--- src/rtl/al422_frame_reader.sv ---
// Stereo capture sequencer: triggers both cameras, read-resets and streams each AL422B FIFO,
// and writes the cropped window into the left/right image BRAMs, all on the FIFO read clock.
module al422_frame_reader #(
    parameter int SRC_W       = 752,
    parameter int SRC_H       = 480,
    parameter int IMG_W       = 384,
    parameter int IMG_H       = 288,
    parameter int X_START     = 184,
    parameter int Y_START     = 96,
    parameter int TRIG_CYCLES = 8,
    parameter int FRAME_WAIT  = 200000,
    parameter int RRST_CYCLES = 4
) (
    input  logic        clk_i,
    input  logic        rst_ni,
    input  logic        start_i,
    input  logic [7:0]  fifo_data_i,
    output logic        trigger_o,
    output logic        image_sel_o,
    output logic        fifo_rrst_o,
    output logic        fifo_oe_o,
    output logic [16:0] img_waddr_o,
    output logic [7:0]  img_wdata_o,
    output logic        img_wen_l_o,
    output logic        img_wen_r_o,
    output logic        busy_o,
    output logic        done_o
);

    localparam int          CW    = $clog2(SRC_W + 1);
    localparam int          RW    = $clog2(SRC_H + 1);
    localparam logic [31:0] PIX_N = 32'(SRC_W * SRC_H);

    typedef enum logic [2:0] {IDLE, TRIG, WAIT, RRST, READ, NEXT, DONE} state_t;

    state_t          state_q, state_d;
    logic [31:0]     cnt_q, cnt_d;
    logic            sel_q, sel_d;
    logic            clr_pos;
    logic            rd_en;
    logic [CW-1:0]   src_col_q;
    logic [RW-1:0]   src_row_q;
    logic            p1_vld_q;
    logic [CW-1:0]   p1_col_q;
    logic [RW-1:0]   p1_row_q;
    logic            keep;
    logic [16:0]     wptr_q;
    logic [16:0]     waddr_q;
    logic [7:0]      wdata_q;
    logic            wen_l_q, wen_r_q;
    logic            trig_q, rrst_q, oe_q, busy_q, done_q;
    logic            trig_d, rrst_d, oe_d, busy_d, done_d;

    always_comb begin
        state_d = state_q;
        cnt_d   = cnt_q + 32'd1;
        sel_d   = sel_q;
        clr_pos = 1'b0;
        case (state_q)
            IDLE: begin
                cnt_d = '0;
                if (start_i) state_d = TRIG;
            end
            TRIG: if (cnt_q == 32'(TRIG_CYCLES - 1)) begin
                state_d = WAIT;
                cnt_d   = '0;
            end
            WAIT: if (cnt_q == 32'(FRAME_WAIT - 1)) begin
                state_d = RRST;
                cnt_d   = '0;
            end
            RRST: if (cnt_q == 32'(RRST_CYCLES - 1)) begin
                state_d = READ;
                cnt_d   = '0;
                clr_pos = 1'b1;
            end
            // One extra cycle after the last OE-low cycle lets the final pixel land.
            READ: if (cnt_q == PIX_N) begin
                state_d = NEXT;
                cnt_d   = '0;
            end
            NEXT: begin
                cnt_d = '0;
                if (!sel_q) begin
                    sel_d   = 1'b1;
                    state_d = RRST;
                end else begin
                    sel_d   = 1'b0;
                    state_d = DONE;
                end
            end
            DONE: begin
                cnt_d   = '0;
                state_d = IDLE;
            end
            default: begin
                cnt_d   = '0;
                state_d = IDLE;
            end
        endcase

        trig_d = (state_d == TRIG);
        rrst_d = (state_d != RRST);
        oe_d   = !((state_d == READ) && (cnt_d < PIX_N));
        busy_d = state_d inside {TRIG, WAIT, RRST, READ, NEXT};
        done_d = (state_d == DONE);
    end

    assign rd_en = (state_q == READ) && (cnt_q < PIX_N);

    // Position of the pixel currently on fifo_data_i (one clk behind the OE request).
    assign keep = p1_vld_q
               && (p1_col_q >= CW'(X_START)) && (p1_col_q < CW'(X_START + IMG_W))
               && (p1_row_q >= RW'(Y_START)) && (p1_row_q < RW'(Y_START + IMG_H));

    always_ff @(posedge clk_i or negedge rst_ni) begin
        if (!rst_ni) begin
            state_q <= IDLE;
            cnt_q   <= '0;
            sel_q   <= 1'b0;
            trig_q  <= 1'b0;
            rrst_q  <= 1'b1;
            oe_q    <= 1'b1;
            busy_q  <= 1'b0;
            done_q  <= 1'b0;
        end else begin
            state_q <= state_d;
            cnt_q   <= cnt_d;
            sel_q   <= sel_d;
            trig_q  <= trig_d;
            rrst_q  <= rrst_d;
            oe_q    <= oe_d;
            busy_q  <= busy_d;
            done_q  <= done_d;
        end
    end

    always_ff @(posedge clk_i or negedge rst_ni) begin
        if (!rst_ni) begin
            src_col_q <= '0;
            src_row_q <= '0;
            p1_vld_q  <= 1'b0;
            p1_col_q  <= '0;
            p1_row_q  <= '0;
        end else begin
            p1_vld_q <= rd_en;
            p1_col_q <= src_col_q;
            p1_row_q <= src_row_q;
            if (clr_pos) begin
                src_col_q <= '0;
                src_row_q <= '0;
            end else if (rd_en) begin
                if (src_col_q == CW'(SRC_W - 1)) begin
                    src_col_q <= '0;
                    src_row_q <= src_row_q + RW'(1);
                end else begin
                    src_col_q <= src_col_q + CW'(1);
                end
            end
        end
    end

    always_ff @(posedge clk_i or negedge rst_ni) begin
        if (!rst_ni) begin
            wptr_q  <= '0;
            waddr_q <= '0;
            wdata_q <= '0;
            wen_l_q <= 1'b0;
            wen_r_q <= 1'b0;
        end else begin
            wen_l_q <= keep && !sel_q;
            wen_r_q <= keep && sel_q;
            if (clr_pos) begin
                wptr_q  <= '0;
                waddr_q <= '0;
            end else if (keep) begin
                wdata_q <= fifo_data_i;
                waddr_q <= wptr_q;
                wptr_q  <= wptr_q + 17'd1;
            end
        end
    end

    assign trigger_o   = trig_q;
    assign image_sel_o = sel_q;
    assign fifo_rrst_o = rrst_q;
    assign fifo_oe_o   = oe_q;
    assign img_waddr_o = waddr_q;
    assign img_wdata_o = wdata_q;
    assign img_wen_l_o = wen_l_q;
    assign img_wen_r_o = wen_r_q;
    assign busy_o      = busy_q;
    assign done_o      = done_q;

    a_crop_fits: assert property (@(posedge clk_i)
        (X_START + IMG_W <= SRC_W) && (Y_START + IMG_H <= SRC_H));
    a_one_wen: assert property (@(posedge clk_i) disable iff (!rst_ni)
        !(img_wen_l_o && img_wen_r_o));

endmodule

--- config.mk ---
export PLATFORM = sky130hd
export DESIGN_NAME = al422_frame_reader
export DESIGN_NICKNAME = d
export VERILOG_FILES = /design/src/rtl/al422_frame_reader.sv
export SDC_FILE = /design/constraint.sdc
export NUM_CORES = 1
export LEC_CHECK = 0
export ABC_AREA = 1
export CAP_MARGIN = 10
export CORE_MARGIN = 2
export CORE_UTILIZATION = 35
export DETAILED_ROUTE_END_ITERATION = 16
export DONT_BUFFER_PORTS = 1
export GPL_ROUTABILITY_DRIVEN = 0
export MAX_ROUTING_LAYER = met4
export SLEW_MARGIN = 20
export SYNTH_ARGS = -nofsm -noshare
export SYNTH_HDL_FRONTEND = slang
export SYNTH_SLANG_ARGS = --single-unit
--- constraint.sdc ---
create_clock -name clk_i -period 1.6 [get_ports clk_i]
set_input_delay 0.4 -clock clk_i [delete_from_list [all_inputs] [get_ports clk_i]]
set_output_delay 0.4 -clock clk_i [all_outputs]
set_load 0.1 [all_outputs]
==> run metrics, run 1 <==
status finished, violations left; failing checks negative hold slack, negative setup slack; Die Width 138.1 um; row count 49; PD cells 665.2 nW/um2; # port buffers 0; WL final 19610 um; IO Count 44; Crit Path Category register to register; Reg clk slew, reported paths 0.06 ns; Core Box Area 17780 um2; reg2reg setup slack -0.32 ns; Post-Syn Nets 842; # setup viols final 83; hold crit path type primary input to asynchronous set/reset pin; Leak 4.813 nW; Post-DRT Antenna Nets 0; Iter 0 DRT Violations 455; initial core utilization 0.3540; min cycle time layout 1.918 ns; CP peak stage delay 0.44 ns; Max-Cap Viols 0; Synth Flop Type dfrtp_1; vias per inst 4.916; Max H-tree Level 4; Layout Utilization 0.5717; WHS -0.3207 ns; Setup TNS Final -17.03 ns; CP Cell Sequence buf_6 -> ha_4 -> nand2_2 -> nor2_2 -> nand2_2 -> nor2_4 -> nand2_4 -> buf_12 -> inv_6 -> nor2_4 -> buf_6 -> inv_8 -> nand3_2 -> o21ai_1; share of layout cells above drive strength 1 0.4944; Post-synth ARST share 1.000; Detailed Place HPWL 12580 um; Post-synth EDFFs 0; worst slew pin tran 0.4932 ns; Final period util 1.199; Routed WL per cell 15.13 um; Die Area 19070 um2; Pre-antenna DRT Iters 5; Highest Clock Rate 0.5213 GHz; Final WS setup -0.3182 ns; pin count of the biggest net entering global routing 117; worst IR drop on VDD 0.7039 mV; Slew HR 0.6712; # placed instances 1219; Slew Limit Fails 0; CTS Buf Count 17; cells after synthesis 825; GR Util All Layers 0.1970; Setup crit end kind register; clk buf depth 2; vias in the first global route 6053; Final #Nets 1071; routed via count 6371; initial antenna violation count 1; Setup crit start kind register; Cell Area, Synth 6295 um2; clock skew 0.006038 ns; Clock Root Buffer clkbuf_16; # clock sinks 116; Final Hold Fails 116; register area share after synthesis 0.4615; grt total ovfl 0; Required @ worst endpoint 1.90 ns; worst-path fanout max 8; Worst Path Arrival 2.22 ns; TritonCTS clock tree built; register bit total from synthesis 116; first-pass GRT wire length 29370 um; die span in y 138.1 um; Pwr Total 6.762 mW; Syn Area/Cell 7.630 um2; RSZ-0062 raised after global routing true; CP max stage cell dfrtp_2; yosys warns 0; fillers 1480; cells on worst reg2reg path 14; DR DRC count 0; fin cells 1296; Distinct cells, synth 40; later-pin clock latency in the skew report 0.42 ns; P&R area growth vs syn 61.48%
## layout by cell type (no fill, tap or decap), types with 4 or more instances in the layout
master and instances:
nor2_4 28, clkinv_2 4, nand3_4 7, nand2_2 62, buf_6 35, nor2_2 39, inv_4 5, dfrtp_1 100
a21oi_2 6, o21ai_0 5, xnor2_1 5, o21ai_1 18, nor4_1 4, nand3_1 35, nand2_1 123, nor3_1 14
nand4_1 19, inv_2 11, buf_4 169, dfrtp_2 14, a21oi_1 11, xor2_1 19, inv_1 91, nor2_1 80
clkbuf_16 19, nand3_2 32, buf_12 10, mux2_4 8, o21ai_2 21, nand2_4 15
## layout make-up
type | instances | area [um2] | share of cell area
Multi-Input combinational cell | 588 | 3966 | 0.3902
Sequential cell | 116 | 2923 | 0.2875
Timing Repair Buffer | 219 | 1958 | 0.1926
Clock buffer | 22 | 464.2 | 0.04567
Inverter | 111 | 451.7 | 0.04444
Tap cell | 229 | 286.5 | 0.02819
Clock inverter | 9 | 105.1 | 0.01034
Timing Repair inverter | 1 | 7.507 | 0.0007386
Antenna cell | 1 | 2.502 | 0.0002462
## final timing paths
path / startpoint / end
min in group clk_i: fifo_data_i[1] / img_wdata_o[1]$_DFFE_PN0P_
max: cnt_q[0]$_DFF_PN0_ / wptr_q[11]$_DFFE_PN0P_
max reg2reg: cnt_q[0]$_DFF_PN0_ / wptr_q[11]$_DFFE_PN0P_
min: rst_ni / cnt_q[4]$_DFF_PN0_
max in group asynchronous: rst_ni / img_wdata_o[2]$_DFFE_PN0P_
min reg2reg: src_row_q[8]$_DFFE_PN0P_ / p1_row_q[8]$_DFF_PN0_
## synth_stat cells, types with 2 or more instances
library cell / number / area, um2
nor2_4: 6 / 67.56
nor3_1: 17 / 85.08
inv_1: 105 / 394.1
buf_6: 2 / 22.52
a21oi_1: 16 / 80.08
or2_1: 2 / 12.51
o22ai_1: 2 / 12.51
inv_2: 5 / 18.77
nor4_1: 5 / 31.28
mux2_2: 8 / 90.09
xor2_1: 20 / 175.2
nor3b_1: 2 / 15.01
o21bai_1: 3 / 22.52
nand2_2: 6 / 37.54
a31oi_1: 3 / 18.77
buf_4: 3 / 22.52
ha_1: 6 / 75.07
o21ai_0: 38 / 190.2
nand2_4: 3 / 33.78
dfrtp_1: 114 / 2853
nand2_1: 193 / 724.4
dfstp_2: 2 / 52.55
nand3_1: 74 / 370.4
nor2_1: 130 / 488.0
nor2_2: 11 / 68.82
xnor2_1: 5 / 43.79
buf_2: 5 / 25.02
o21ai_1: 9 / 45.04
nand4_1: 19 / 118.9
## cell families (layout without fill, tap and decap cells)
logic type / count (synthesis) / after routing / synth area share
and+or+nand+nor: 472 / 473 / 0.3329
buffers and inverters: 122 / 362 / 0.07831
DFF: 116 / 116 / 0.4615
AOI/OAI and AO/OA: 76 / 76 / 0.06619
xor gates and xnor gates: 25 / 25 / 0.03478
muxes: 8 / 8 / 0.01431
adders and majority gates: 6 / 6 / 0.01193
other: 0 / 1 / 0
## what timing repair did
action,4_1_cts,5_1_grt
gates resized for setup,152,218
buffers inserted,26,20
cloned,4,2
hold endpoints to repair,116,116
pin swaps,41,58
endpoints found under the setup margin,101,99
## power by group
group / total (mW) / internal, mW / switching [mW]
sequential: 3.00 / 2.95 / 0.0480
combinational: 0.0769 / 0.0330 / 0.0439
clock: 3.69 / 2.35 / 1.34
total: 6.76 / 5.33 / 1.43
## critical path, delay by kind of cell, from the launching register on
family | cells | cell delay, ns
and+or+nand+nor | 7 | 0.59
buffers and inverters | 5 | 0.54
adders and majority gates | 1 | 0.16
DFF | 1 | 0.44
AOI/OAI and AO/OA | 1 | 0.05
## state kept, by name, indices dropped and copies added, names as in the netlist, 3 cells and up
name / cells
img_wdata_o: 8
p1_col_q: 7
img_waddr_o: 17
cnt_q: 32
p1_row_q: 4
state_q: 3
src_row_q: 9
wptr_q: 17
src_col_q: 10
## per-stage QoR
| step | instance area [um2] | setup slack (ns) |
|---|---|---|
| 2_1_floorplan | 6394 | -0.1443 |
| 3_3_place_gp | 7978 | -0.4627 |
| 3_5_place_dp | 7978 | -0.4630 |
| 4_1_cts | 9275 | -0.2556 |
| 5_1_grt | 10160 | -0.4236 |
| 6_report | 10160 | -0.3182 |
## metal layers
layer,wire [um],up-vias,share of wire,global-route usage
met4,659,0,0.034,0.06660
li1,-,3108,-,-
met1,8204,3040,0.42,0.2369
met2,9807,163,0.50,0.3233
met5,0,-,0,-
met3,936,60,0.048,0.05092
(Power assumes the default switching activity.)
==> inputs of run 2 (changes only) <==
--- a/config.mk
+++ b/config.mk
@@ -13,6 +13,7 @@
 export DONT_BUFFER_PORTS = 1
 export GPL_ROUTABILITY_DRIVEN = 0
 export MAX_ROUTING_LAYER = met4
+export SKIP_LAST_GASP = 1
 export SLEW_MARGIN = 20
 export SYNTH_ARGS = -nofsm -noshare
 export SYNTH_HDL_FRONTEND = slang
==> run metrics, run 2 (synthesized netlist as in run 1, its figures left out) <==
routed via count 6441 (+1.1%); Reg clk slew, reported paths 0.06 ns (about the same); Setup crit start kind register; clk buf depth 2 (unchanged); Crit Path Category register to register; min cycle time layout 1.961 ns (+0.04317 ns); Required @ worst endpoint 1.90 ns (about the same); Leak 4.822 nW (+0.17%); CTS Buf Count 17 (unchanged); max reg flops 32 (unchanged); Clock Root Buffer clkbuf_16; Post-DP Area 7978 um2 (unchanged); worst IR drop on VDD 0.7082 mV (+0.62%); pin count of the biggest net entering global routing 117 (unchanged); WHS -0.3183 ns (+0.002364 ns); Die Width 138.1 um (unchanged); first-pass GRT wire length 29240 um (-0.45%); die span in y 138.1 um (unchanged); Setup TNS Final -18.69 ns (-1.660 ns); RSZ-0062 raised after global routing true; DR DRC count 0 (unchanged); failing checks negative hold slack, negative setup slack; # port buffers 0 (unchanged); # clock sinks 116 (unchanged); Detailed Place HPWL 12580 um (unchanged); Final period util 1.226 (+0.02698); CP peak stage delay 0.44 ns (about the same); later-pin clock latency in the skew report 0.42 ns (about the same); Post-DRT Antenna Nets 0 (unchanged); initial core utilization 0.3540 (unchanged); vias per inst 4.951 (+0.71%); Iter 0 DRT Violations 431 (-5.3%); Slew HR 0.6709 (about the same); Final #Nets 1076 (+0.47%); most common cell after layout, fill and taps aside buf_4; design area 10080 um2 (-0.81%); Pwr Total 6.759 mW (about the same); Slew Limit Fails 0 (unchanged); share of layout cells above drive strength 1 0.4799 (-0.01445); PD cells 670.4 nW/um2 (+0.78%); Routed WL per cell 14.98 um (-1.0%); Setup crit end kind register; Post-Place Worst Slack -0.4630 ns (unchanged); grt total ovfl 0 (unchanged); worst slew pin tran 0.4936 ns (+0.0003959 ns); status finished, violations left; worst-path fanout max 8 (unchanged); WL final 19480 um (-0.63%); TritonCTS clock tree built; Max-Cap Viols 0 (unchanged); IO Count 44 (unchanged); Highest Clock Rate 0.5098 GHz (-2.2%); GR Util All Layers 0.1962 (-0.0007641); Die Area 19070 um2 (unchanged); P&R area growth vs syn 60.17%; Max H-tree Level 4 (unchanged); commonest cells after routing, fill and taps aside buf_4, nand2_1, dfrtp_1, inv_1, nor2_1; Worst Path Arrival 2.26 ns (+0.04 ns); initial antenna violation count 1 (unchanged); Biggest register cnt_q; hold crit path type primary input to asynchronous set/reset pin; vias in the first global route 6029 (-0.40%); fillers 1495 (+1.0%); Core Box Area 17780 um2 (unchanged); Pre-antenna DRT Iters 5 (unchanged); CP Cell Sequence buf_6 -> ha_4 -> nand2_2 -> nor2_2 -> nand2_2 -> nor2_4 -> nand2_4 -> buf_12 -> inv_6 -> nor2_4 -> buf_6 -> clkinv_8 -> nand3_2 -> o21ai_1; Final Hold Fails 116 (unchanged); CP max stage cell dfrtp_2; row count 49 (unchanged); clock skew 0.007967 ns (+0.001928 ns); # setup viols final 86 (+3.6%); Final WS setup -0.3614 ns (-0.04317 ns)
## run 2: cell count changes in the layout (fill, tap and decap cells not counted), moves of 3 or more
cell,delta
buf_6,-3
nand2_2,-8
o21ai_2,-4
o21ai_1,+3
nand3_1,+3
nor2_2,-4
nand2_1,+7
buf_4,+12
nor2_1,+3
## run 2: routing by layer
metal  track usage  up-vias  routed length (um)
met3       0.04849       50                 891
met2        0.3207      179                9759
met4       0.06660        0                 538
li1              -     3119                   -
met1        0.2384     3093                8293
met5             -        -                   0
## run 2: layout make-up
class	count	area, um2	share of cell area
multi-input cells	588	3906	0.3874
inverters	111	456.7	0.04530
clock inverters	9	105.1	0.01042
well taps	229	286.5	0.02842
flip-flops and latches	116	2924	0.2900
diodes	1	2.502	0.0002482
repair inverters	1	7.507	0.0007446
clock buffers	22	464.2	0.04604
repair buffers	224	1929	0.1914
## run 2: worst paths after layout
| path | start | to | slack (ns) | cells past startpoint |
|---|---|---|---|---|
| max | cnt_q[0]$_DFF_PN0_ | wptr_q[11]$_DFFE_PN0P_ | -0.36 | 14 |
| min | rst_ni | cnt_q[4]$_DFF_PN0_ | -0.32 | 0 |
| max reg2reg | cnt_q[0]$_DFF_PN0_ | wptr_q[11]$_DFFE_PN0P_ | -0.36 | 14 |
| min reg2reg | src_row_q[8]$_DFFE_PN0P_ | p1_row_q[8]$_DFF_PN0_ | 0.37 | 0 |
| max in group asynchronous | rst_ni | fifo_oe_o$_DFF_PN1_ | 1.63 | 0 |
| min in group clk_i | fifo_data_i[1] | img_wdata_o[1]$_DFFE_PN0P_ | 0.14 | 1 |
## run 2: through the flow
stage | std cells | util
finish | 1301 | 0.5671
global route | 1301 | 0.5671
CTS | 1278 | 0.5194
floorplan | 825 | -
global placement | 1219 | 0.4487
detailed placement | 1219 | 0.4487
## run 2: power by group
part           leakage (nW)  total, mW  internal [mW]  switching [mW]
clock                 0.280       3.69           2.36            1.33
sequential             1.55       3.00           2.95          0.0480
combinational          2.99     0.0769         0.0330          0.0439
## run 2: what timing repair did
item,CTS,global route
setup buffers,26,26
endpoints found under the hold margin,116,116
cloned,4,0
resized for setup,141,203
endpoints found under the setup margin,101,99
pin swaps,39,61
## run 2: worst max-delay path: cells and delay by family (launching register included)
| family | cells | cell delay, ns |
|---|---|---|
| AO/OA/AOI/OAI | 1 | 0.05 |
| AND/OR/NAND/NOR | 7 | 0.60 |
| buffers and inverters | 5 | 0.56 |
| flip-flops | 1 | 0.44 |
| adder cells (fa/ha/maj) | 1 | 0.16 |
==> inputs of run 3 (changes only) <==
--- a/config.mk
+++ b/config.mk
@@ -5,7 +5,6 @@
 export SDC_FILE = /design/constraint.sdc
 export NUM_CORES = 1
 export LEC_CHECK = 0
-export ABC_AREA = 1
 export CAP_MARGIN = 10
 export CORE_MARGIN = 2
 export CORE_UTILIZATION = 35
==> run metrics, run 3 <==
fin cells 982 (-25%); Final period util 1.635 (+0.4089); worst IR drop on VDD 0.6722 mV (-5.1%); # clock sinks 116 (unchanged); RSZ-0062 raised after global routing true; vias per inst 5.069 (+2.4%); die span in y 131.1 um (-5.0%); TritonCTS clock tree built; Routed WL per cell 15.74 um (+5.1%); DR DRC count 0 (unchanged); count leader, synth dfrtp_1; P&R area growth vs syn 55.09%; Final #Nets 770 (-28%); yosys warns 0 (unchanged); Crit Path Category register to register; Cell Area, Synth 5658 um2 (-10%); CTS Buf Count 17 (unchanged); Highest Clock Rate 0.3823 GHz (-25%); Post-DRT Antenna Nets 0 (unchanged); # setup viols final 101 (+17%); Clock Root Buffer clkbuf_16; Detailed Place HPWL 9355 um (-26%); max reg flops 32 (unchanged); met3 usage 0.04977 (+0.001275); Syn Area/Cell 9.944 um2 (+30%); min cycle time layout 2.616 ns (+0.6542 ns); Layout Utilization 0.5544 (-0.01268); global routing usage on met1 0.2196 (-0.01881); met2 Resource Use GR 0.3132 (-0.007582); first-pass GRT wire length 25500 um (-13%); Post-synth top cells dfrtp_1, nor2_1, nand2_1; PD cells 791.1 nW/um2 (+18%); clk buf depth 2 (unchanged); Die Area 17200 um2 (-9.8%); Area contributors post-synth dfrtp_1, nor2_1, xnor2_1; Post-synth EDFFs 0 (unchanged); Die Width 131.1 um (-5.0%); GR Util All Layers 0.1881 (-0.008138); CP Cell Sequence nand4_1 -> or4_4 -> or3_4 -> nor3_4 -> xnor2_1 -> and4_1 -> a41oi_1 -> or4_1; initial core utilization 0.3575 (+0.003424); Worst Path Arrival 2.94 ns (+0.68 ns); Post-Syn Nets 586 (-30%); register area share after synthesis 0.5135 (+0.05195); # placed instances 916 (-25%); Core Box Area 15830 um2 (-11%); Setup crit end kind register; Reg clk slew, reported paths 0.05 ns (about the same); Synth area leader dfrtp_1; Post-synth ARST share 1.000 (unchanged); Yosys top cell area share 0.5042 (+0.05101); hold crit path type primary input to asynchronous set/reset pin; # port buffers 0 (unchanged); Final WS setup -1.016 ns (-0.6542 ns); register bit total from synthesis 116 (unchanged); Biggest register cnt_q; IO Count 44 (unchanged); clock skew 0.006887 ns (-0.001079 ns); most common cell after layout, fill and taps aside buf_4; Max-Cap Viols 0 (unchanged); Slew Limit Fails 0 (unchanged); vias in the first global route 5095 (-15%); row count 46 (-6.1%); Leak 3.985 nW (-17%); commonest cells after routing, fill and taps aside buf_4, dfrtp_1, nor2_1, nand2_1, xnor2_1; Slew HR 0.6588 (-0.01217); CP peak stage delay 0.53 ns (+0.09 ns); Top Usage Layer GRT met2; Pre-antenna DRT Iters 5 (unchanged); Iter 0 DRT Violations 278 (-35%); Max H-tree Level 4 (unchanged); status finished, violations left; share of layout cells above drive strength 1 0.4360 (-0.04389); Distinct cells, synth 52 (+30%); later-pin clock latency in the skew report 0.42 ns (about the same); diodes inserted 0 (-1); Synth Flop Type dfrtp_1; pin count of the biggest net entering global routing 117 (unchanged); WL final 15460 um (-21%); WHS -0.3206 ns (-0.002239 ns); cells after synthesis 569 (-31%); grt total ovfl 0 (unchanged); Pwr Total 6.942 mW (+2.7%); failing checks negative hold slack, negative setup slack; routed via count 4978 (-23%); worst-path fanout max 5 (-3); Final Hold Fails 116 (unchanged); Required @ worst endpoint 1.92 ns (+0.02 ns); Setup crit start kind register; CP max stage cell or4_4; worst slew pin tran 0.5130 ns (+0.01942 ns); initial antenna violation count 0 (-1)
run 3: cell count changes after synthesis, moves of 22 or more:
cell / before / now
nand2_1: 193 / 38
inv_1: 105 / 15
nand3_1: 74 / 29
nor2_1: 130 / 99
o21ai_0: 38 / 12
xnor2_1: 5 / 30
mux2i_1: 0 / 22
run 3: through the flow:
| stage | setup WS, ns | hold slack (ns) | instance area (um2) | TNS (ns) |
|---|---|---|---|---|
| after detailed placement | -1.027 | 0.1094 | 7241 | -79.21 |
| after floorplan | -0.9859 | 0.1044 | 5923 | -56.01 |
| final | -1.016 | -0.3206 | 8775 | -77.78 |
| after CTS | -0.9758 | -0.3389 | 8552 | -76.13 |
| after global routing | -1.114 | -0.3460 | 8775 | -88.77 |
| after global placement | -0.9874 | 0.1090 | 7241 | -71.84 |
run 3: final cells by class:
cell class | instances | area, um2
Timing Repair Buffer | 195 | 1821
Sequential cell | 116 | 2910
Inverter | 15 | 56.30
Fill cell | 1271 | 7053
Clock buffer | 20 | 456.7
Multi-Input combinational cell | 408 | 3107
Tap cell | 216 | 270.3
Clock inverter | 12 | 153.9
run 3: final timing paths:
kind | from | cells past startpoint | slack, ns | to
setup / recovery | cnt_q[6]$_DFF_PN0_ | 8 | -1.02 | fifo_oe_o$_DFF_PN1_
hold reg to reg | src_row_q[8]$_DFFE_PN0P_ | 0 | 0.40 | p1_row_q[8]$_DFF_PN0_
max in group asynchronous | rst_ni | 0 | 1.70 | fifo_oe_o$_DFF_PN1_
setup reg to reg | cnt_q[6]$_DFF_PN0_ | 8 | -1.02 | fifo_oe_o$_DFF_PN1_
min in group clk_i | fifo_data_i[0] | 1 | 0.13 | img_wdata_o[0]$_DFFE_PN0P_
hold / removal | rst_ni | 0 | -0.32 | p1_col_q[9]$_DFF_PN0_
run 3: logic make-up (layout without fill, tap and decap cells):
logic type / count (synthesis) / in the layout / synth area share
compound gates: 44 / 44 / 0.04954
xor+xnor: 60 / 60 / 0.09288
fa+ha+maj: 6 / 6 / 0.01327
buf+inv: 45 / 242 / 0.03560
flops: 116 / 116 / 0.5135
mux: 30 / 30 / 0.05484
simple gates: 268 / 268 / 0.2404
run 3: routing by layer:
layer,up-vias,wire [um]
li1,2349,-
met1,2437,6452
met2,146,7833
met3,46,709
met4,0,463
met5,-,0
run 3: critical path: cells and delay by family, from the launching register on:
kind            cells  cell delay [ns]
xor+xnor            1             0.17
flops               1             0.37
compound gates      1             0.10
simple gates        6             1.89
run 3: repair_timing:
| action | 4_1_cts | 5_1_grt |
|---|---|---|
| cloned | 10 | 1 |
| gates resized for setup | 69 | 73 |
| pin swaps | 23 | 21 |
| setup endpoints to repair | 106 | 103 |
| buffers inserted | 24 | 10 |
| hold endpoints to repair | 116 | 116 |
run 3: power by group:
part	internal, mW	leakage, nW	total [mW]	switching, mW
Sequential	2.95	1.57	3.00	0.0478
Combinational	0.0346	2.13	0.0801	0.0455
Clock	2.53	0.292	3.87	1.34
Total	5.51	3.99	6.94	1.43
